$ cat src/rtl/dav_pkg.sv
// Shared types for the spectrum bar post-processor.
// Peak hold is present only when SPECTRUM_PEAK_HOLD_EN is defined.
package dav_pkg;

  typedef enum logic [1:0] {
    IDLE,
    PROC,
    PUBLISH
  } bar_state_t;

  localparam int MIN_STEP = 1;

endpackage

$ cat src/rtl/bar_envelope.sv
// Single-bin envelope / peak-hold update, purely combinational.
// Peak and hold ports exist only when SPECTRUM_PEAK_HOLD_EN is defined.
module bar_envelope
  import dav_pkg::*;
#(
`ifdef SPECTRUM_PEAK_HOLD_EN
  parameter int HOLD = 3,
  parameter int HW   = 2,
`endif
  parameter int W    = 12,
  parameter int DS   = 2
) (
  input  logic [W-1:0]  x_i,
  input  logic [W-1:0]  l_i,
  input  logic          smooth_i,
`ifdef SPECTRUM_PEAK_HOLD_EN
  input  logic [W-1:0]  p_i,
  input  logic [HW-1:0] h_i,
  output logic [W-1:0]  p_o,
  output logic [HW-1:0] h_o,
`endif
  output logic [W-1:0]  l_o
);

  localparam logic [W-1:0] MIN = W'(MIN_STEP);

  logic [W-1:0] l_step;

  // Subtract only when the minuend is known larger, so nothing wraps.
  always_comb begin
    l_step = '0;
    l_o    = x_i;
    if (smooth_i && (x_i < l_i)) begin
      l_step = (l_i - x_i) >> DS;
      if (l_step < MIN) l_step = MIN;
      l_o = l_i - l_step;
    end
  end

`ifdef SPECTRUM_PEAK_HOLD_EN
  logic [W-1:0] p_step;

  always_comb begin
    p_step = '0;
    p_o    = p_i;
    h_o    = h_i;
    if (x_i >= p_i) begin
      p_o = x_i;
      h_o = HW'(HOLD);
    end else if (h_i != '0) begin
      h_o = h_i - HW'(1);
    end else begin
      p_step = p_i >> DS;
      if (p_step < MIN) p_step = MIN;
      p_o = p_i - p_step;
    end
    if (p_o < l_o) p_o = l_o;
  end
`endif

endmodule

$ cat src/rtl/spectrum_bar_processor.sv
// Frame-based envelope and peak-hold bar processor with atomic publish.
// Define SPECTRUM_PEAK_HOLD_EN to enable peak tracking.
module spectrum_bar_processor
  import dav_pkg::*;
#(
  parameter int NUM_BINS    = 16,
  parameter int IN_W        = 12,
  parameter int OUT_W       = 12,
  parameter int DECAY_SHIFT = 2,
  parameter int HOLD_FRAMES = 3
) (
  input  logic             clk,
  input  logic             rst,
  input  logic             in_valid,
  output logic             in_ready,
  input  logic [IN_W-1:0]  in_bins    [NUM_BINS],
  input  logic             smooth_en,
  output logic [OUT_W-1:0] level_bars [NUM_BINS],
  output logic [OUT_W-1:0] peak_bars  [NUM_BINS],
  output logic             frame_done
);

  localparam int IW = $clog2(NUM_BINS);
  localparam logic [IW-1:0] LAST = IW'(NUM_BINS - 1);

  bar_state_t state_q, state_d;

  logic [IW-1:0]   idx_q;
  logic [IN_W-1:0] buf_q  [NUM_BINS];
  logic            smooth_q;
  logic [IN_W-1:0] lvl_q  [NUM_BINS];
  logic [OUT_W-1:0] lbar_q [NUM_BINS];
  logic            done_q;
  logic [IN_W-1:0] lvl_n;

`ifdef SPECTRUM_PEAK_HOLD_EN
  localparam int HW = $clog2(HOLD_FRAMES + 1);

  logic [IN_W-1:0]  pk_q   [NUM_BINS];
  logic [HW-1:0]    h_q    [NUM_BINS];
  logic [OUT_W-1:0] pbar_q [NUM_BINS];
  logic [IN_W-1:0]  pk_n;
  logic [HW-1:0]    h_n;

  bar_envelope #(
    .HOLD (HOLD_FRAMES),
    .HW   (HW),
    .W    (IN_W),
    .DS   (DECAY_SHIFT)
  ) u_env (
    .x_i      (buf_q[idx_q]),
    .l_i      (lvl_q[idx_q]),
    .smooth_i (smooth_q),
    .p_i      (pk_q[idx_q]),
    .h_i      (h_q[idx_q]),
    .p_o      (pk_n),
    .h_o      (h_n),
    .l_o      (lvl_n)
  );

  assign peak_bars = pbar_q;
`else
  bar_envelope #(
    .W  (IN_W),
    .DS (DECAY_SHIFT)
  ) u_env (
    .x_i      (buf_q[idx_q]),
    .l_i      (lvl_q[idx_q]),
    .smooth_i (smooth_q),
    .l_o      (lvl_n)
  );

  assign peak_bars = lbar_q;
`endif

  assign in_ready   = (state_q == IDLE);
  assign level_bars = lbar_q;
  assign frame_done = done_q;

  always_comb begin
    state_d = state_q;
    unique case (state_q)
      IDLE:    if (in_valid) state_d = PROC;
      PROC:    if (idx_q == LAST) state_d = PUBLISH;
      PUBLISH: state_d = IDLE;
      default: state_d = IDLE;
    endcase
  end

  always_ff @(posedge clk or negedge rst) begin
    if (!rst) begin
      state_q  <= IDLE;
      idx_q    <= '0;
      smooth_q <= 1'b0;
      done_q   <= 1'b0;
      for (int i = 0; i < NUM_BINS; i++) begin
        buf_q[i]  <= '0;
        lvl_q[i]  <= '0;
        lbar_q[i] <= '0;
`ifdef SPECTRUM_PEAK_HOLD_EN
        pk_q[i]   <= '0;
        h_q[i]    <= '0;
        pbar_q[i] <= '0;
`endif
      end
    end else begin
      state_q <= state_d;
      done_q  <= (state_q == PUBLISH);
      if (state_q == IDLE && in_valid) begin
        buf_q    <= in_bins;
        smooth_q <= smooth_en;
        idx_q    <= '0;
      end
      if (state_q == PROC) begin
        lvl_q[idx_q] <= lvl_n;
`ifdef SPECTRUM_PEAK_HOLD_EN
        pk_q[idx_q]  <= pk_n;
        h_q[idx_q]   <= h_n;
`endif
        if (idx_q != LAST) idx_q <= idx_q + IW'(1);
      end
      // Whole-frame copy keeps the outputs free of half-updated frames.
      if (state_q == PUBLISH) begin
        for (int i = 0; i < NUM_BINS; i++) begin
          lbar_q[i] <= lvl_q[i][IN_W-1 -: OUT_W];
`ifdef SPECTRUM_PEAK_HOLD_EN
          pbar_q[i] <= pk_q[i][IN_W-1 -: OUT_W];
`endif
        end
      end
    end
  end

endmodule

$ cat config.mk
export PLATFORM = sky130hd
export DESIGN_NAME = spectrum_bar_processor
export DESIGN_NICKNAME = d
export VERILOG_FILES = /design/src/rtl/dav_pkg.sv /design/src/rtl/bar_envelope.sv /design/src/rtl/spectrum_bar_processor.sv
export SDC_FILE = /design/constraint.sdc
export NUM_CORES = 1
export LEC_CHECK = 0
export CORE_AREA = 2 2 284 286
export DETAILED_ROUTE_END_ITERATION = 6
export DIE_AREA = 0 0 286 288
export GPL_TIMING_DRIVEN = 0
export HOLD_SLACK_MARGIN = 0.05
export PLACE_DENSITY_LB_ADDON = 0.12
export SLEW_MARGIN = 20
export SYNTH_ARGS = -nofsm -noshare
export SYNTH_HDL_FRONTEND = slang
export SYNTH_HIERARCHICAL = 1
export SYNTH_SLANG_ARGS = --single-unit
$ cat constraint.sdc
create_clock -name clk -period 7.1 [get_ports clk]
set_input_delay 1.42 -clock clk [delete_from_list [all_inputs] [get_ports clk]]
set_output_delay 1.42 -clock clk [all_outputs]
set_load 0.005 [all_outputs]
==> results.yml <==
pwr:
  p_per_area_nw_per_um2: 580
  vdd_ir_drop_max_uv: 691
  leakagePower_nw: 16.5
sta:
  slew_violations: 0
  tightest_slew_ps: 863
  skew_ps: 22.6
  hold_violations: 0
  period_share_pct: 96.5
  max_freq_mhz: 146
  hold_slack_ps: 500
  grt_setup_unrepaired: "true"
  max_slew_margin_pct: 40.8
  setup_violations: 0
  period_needed_ps: 6850
setup_path:
  crit_path_max_fanout: 10
  cp_num_buf_inv: 6
  slowest_delay_ps: 460
  critical_path_arrival_ps: 7380
  crit_start: "idx_q[2]"
  cp-start-kind: "register"
  critical_path_class: "reg -> reg"
  path_delay_family: "compound AO/OA/AOI/OAI gates"
  r2r_start: "idx_q[2]"
  end_kind: "register"
  required_ps: 7630
  crit_slowest_cell: "buf_1"
final_layout:
  fillers: 7180
  final_cell_mix: "dfrtp_1, clkdlybuf4s50_1, mux2_2"
  nets: 2736
  final_common_cell: "dfrtp_1"
  multi_input_area_um2: 10800
  drive_gt1_share_pct: 42.9
  area_growth_pct: 35.0
  final_util_pct: 46.8
  design_area_um2: 37200
  seq_area_um2: 14600
  n_antenna_cell: 0
detailed_routing:
  drt-vias-per-instance: 4.92
  firstDrtPassIters: 5
  drt_iter0_markers: 719
  detail-route-antenna-nets: 0
  routed-via-count: 17800
  drt_drc_violations_left: 0
  routedWlPerCell_um: 24.4
  wl_um: 88200
cts:
  cts-root-buf: "clkbuf_16"
  numCtsBuffers: 69
  clock_sinks: 584
  cts.path.max_buffers: 3
  cts_tree: "done"
  htreeDepth: 3
  holdBufCountCts: 0
  worstSkewPairLatency_ps: 610
  path_clk_slew_ps: 60
synthesis:
  synthArstFlopShare_pct: 100
  syn_inst: 1854
  synth-seq-cells: 584
  synthFlopType: "dfrtp_1"
  avgSynthCellArea_um2: 14.9
  synth_seq_area_share_pct: 53.0
  syn_area_um2: 27600
  synth-edff-count: 0
  synth_cell_types: 65
  syn_nets: 2078
  synth.yosys.warnings: 6
worst_hold_path:
  min_from: "buf_q[125]"
  hold_path_class: "reg -> reg"
floorplan:
  die_h_um: 288
  start_util_pct: 34.7
  num_rows: 104
  die_x_um: 286
  io_pins: 582
  core_area_um2: 79600
  dieArea_um2: 82400
placement:
  portBuffers: 581
  place_area_um2: 34900
  gp_congestion: 0.836
  dp_hpwl_um: 67600
global_route:
  grt_max_degree: 100
  grt_pass1_vias: 19000
  track_usage_pct: 21.3
  grt_first_pass_wirelength_um: 129000
  gr-total-overflow: 0
  antenna_found_initial: 8
status:
  status: "complete, no violations"
job:
  cap_viol_max_count: 0
[cell families (layout without fill, tap and decap cells)]
logic type      count (synthesis)  in the layout  synth area share, %
fa+ha+maj                      28             28                 1.30
simple gates                  110            110                 2.07
buf+inv                       324           1033                 8.16
mux                           687            687                 31.9
compound gates                106            106                 3.10
xor+xnor                       15             15                0.476
flops                         584            584                 53.0
[final cells by class]
class | instances | area share [%]
flip-flops and latches | 584 | 39.2
clock buffers | 105 | 5.57
multi-input cells | 946 | 29.0
well taps | 1060 | 3.56
clock inverters | 17 | 0.464
plain buffers | 302 | 5.90
inverters | 22 | 0.222
repair buffers | 587 | 16.1
[path summary, 6_finish.rpt]
kind                                    to  slack (ps)  cells after the start
min in group asynchronous       frame_done         690                      1
worst min register to register  buf_q[125]         500                      1
worst max register to register   lvl_q[94]         250                     25
worst min-delay path            buf_q[125]         500                      1
worst max-delay path             lvl_q[94]         250                     25
max in group asynchronous        buf_q[19]        5030                      3
[synthesized netlist by cell type, types with 5 or more instances]
library cell    n  share of area (%)
mux2_2        574                 23
o21ai_1         6               0.11
a21oi_1        15               0.27
xor2_1          6               0.19
buf_2          22               0.40
nand2b_1        7               0.16
nor2_1         23               0.31
mux2_1          6               0.24
inv_1          22               0.30
mux2i_1         9               0.33
clkbuf_1       28               0.38
xnor2_1         9               0.29
nor3_1          7               0.13
o21ai_0         5              0.091
o21a_1          7               0.19
dfrtp_1       584                 53
buf_6          12               0.49
buf_4         237                6.4
a22oi_1        38                1.0
nand2_1        37               0.50
a22oi_2        10               0.45
ha_1           27                1.2
mux4_2         96                7.8
[per-stage QoR]
step	total power, W	TNS (ps)	setup slack [ps]	instances
after global routing	0.0230	-3.68	-3.68	3623
final	0.0216	0	250	3623
after CTS	0.0217	0	67.4	3623
after detailed placement	0.0179	-29370	-962	3501
after floorplan	0.0129	0	1480	1854
after global placement	0.0177	-	-21640	3495
[layer usage]
layer  part of all wire [%]  up-vias  global-route usage (%)
met5                   0.11        -                       0
met4                    1.6       16                    4.79
met3                    5.1      108                    4.16
met2                     51      451                    37.6
met1                     42     9380                    26.9
li1                       -     7859                       -
[repair_timing]
item | CTS | global route
gates resized for setup | 13 | 21
endpoints found under the setup margin | 72 | 60
pin swaps | 0 | 0
buffers inserted | 0 | 0
[sequential cells by signal (all words and copies together) (netlist names)]
signal / count
smooth_q: 1
idx_q: 4
level_bars: 192
state_q: 2
buf_q: 192
frame_done: 1
lvl_q: 192
[where the power goes]
part           leakage [nW]  internal (W)  switching [W]
Combinational          7.96       0.00583        0.00649
Sequential             7.47       0.00472        0.00105
Clock                  1.10       0.00209        0.00141
Total                  16.5        0.0126        0.00895
Note: power is estimated with default switching activity, not from simulation.
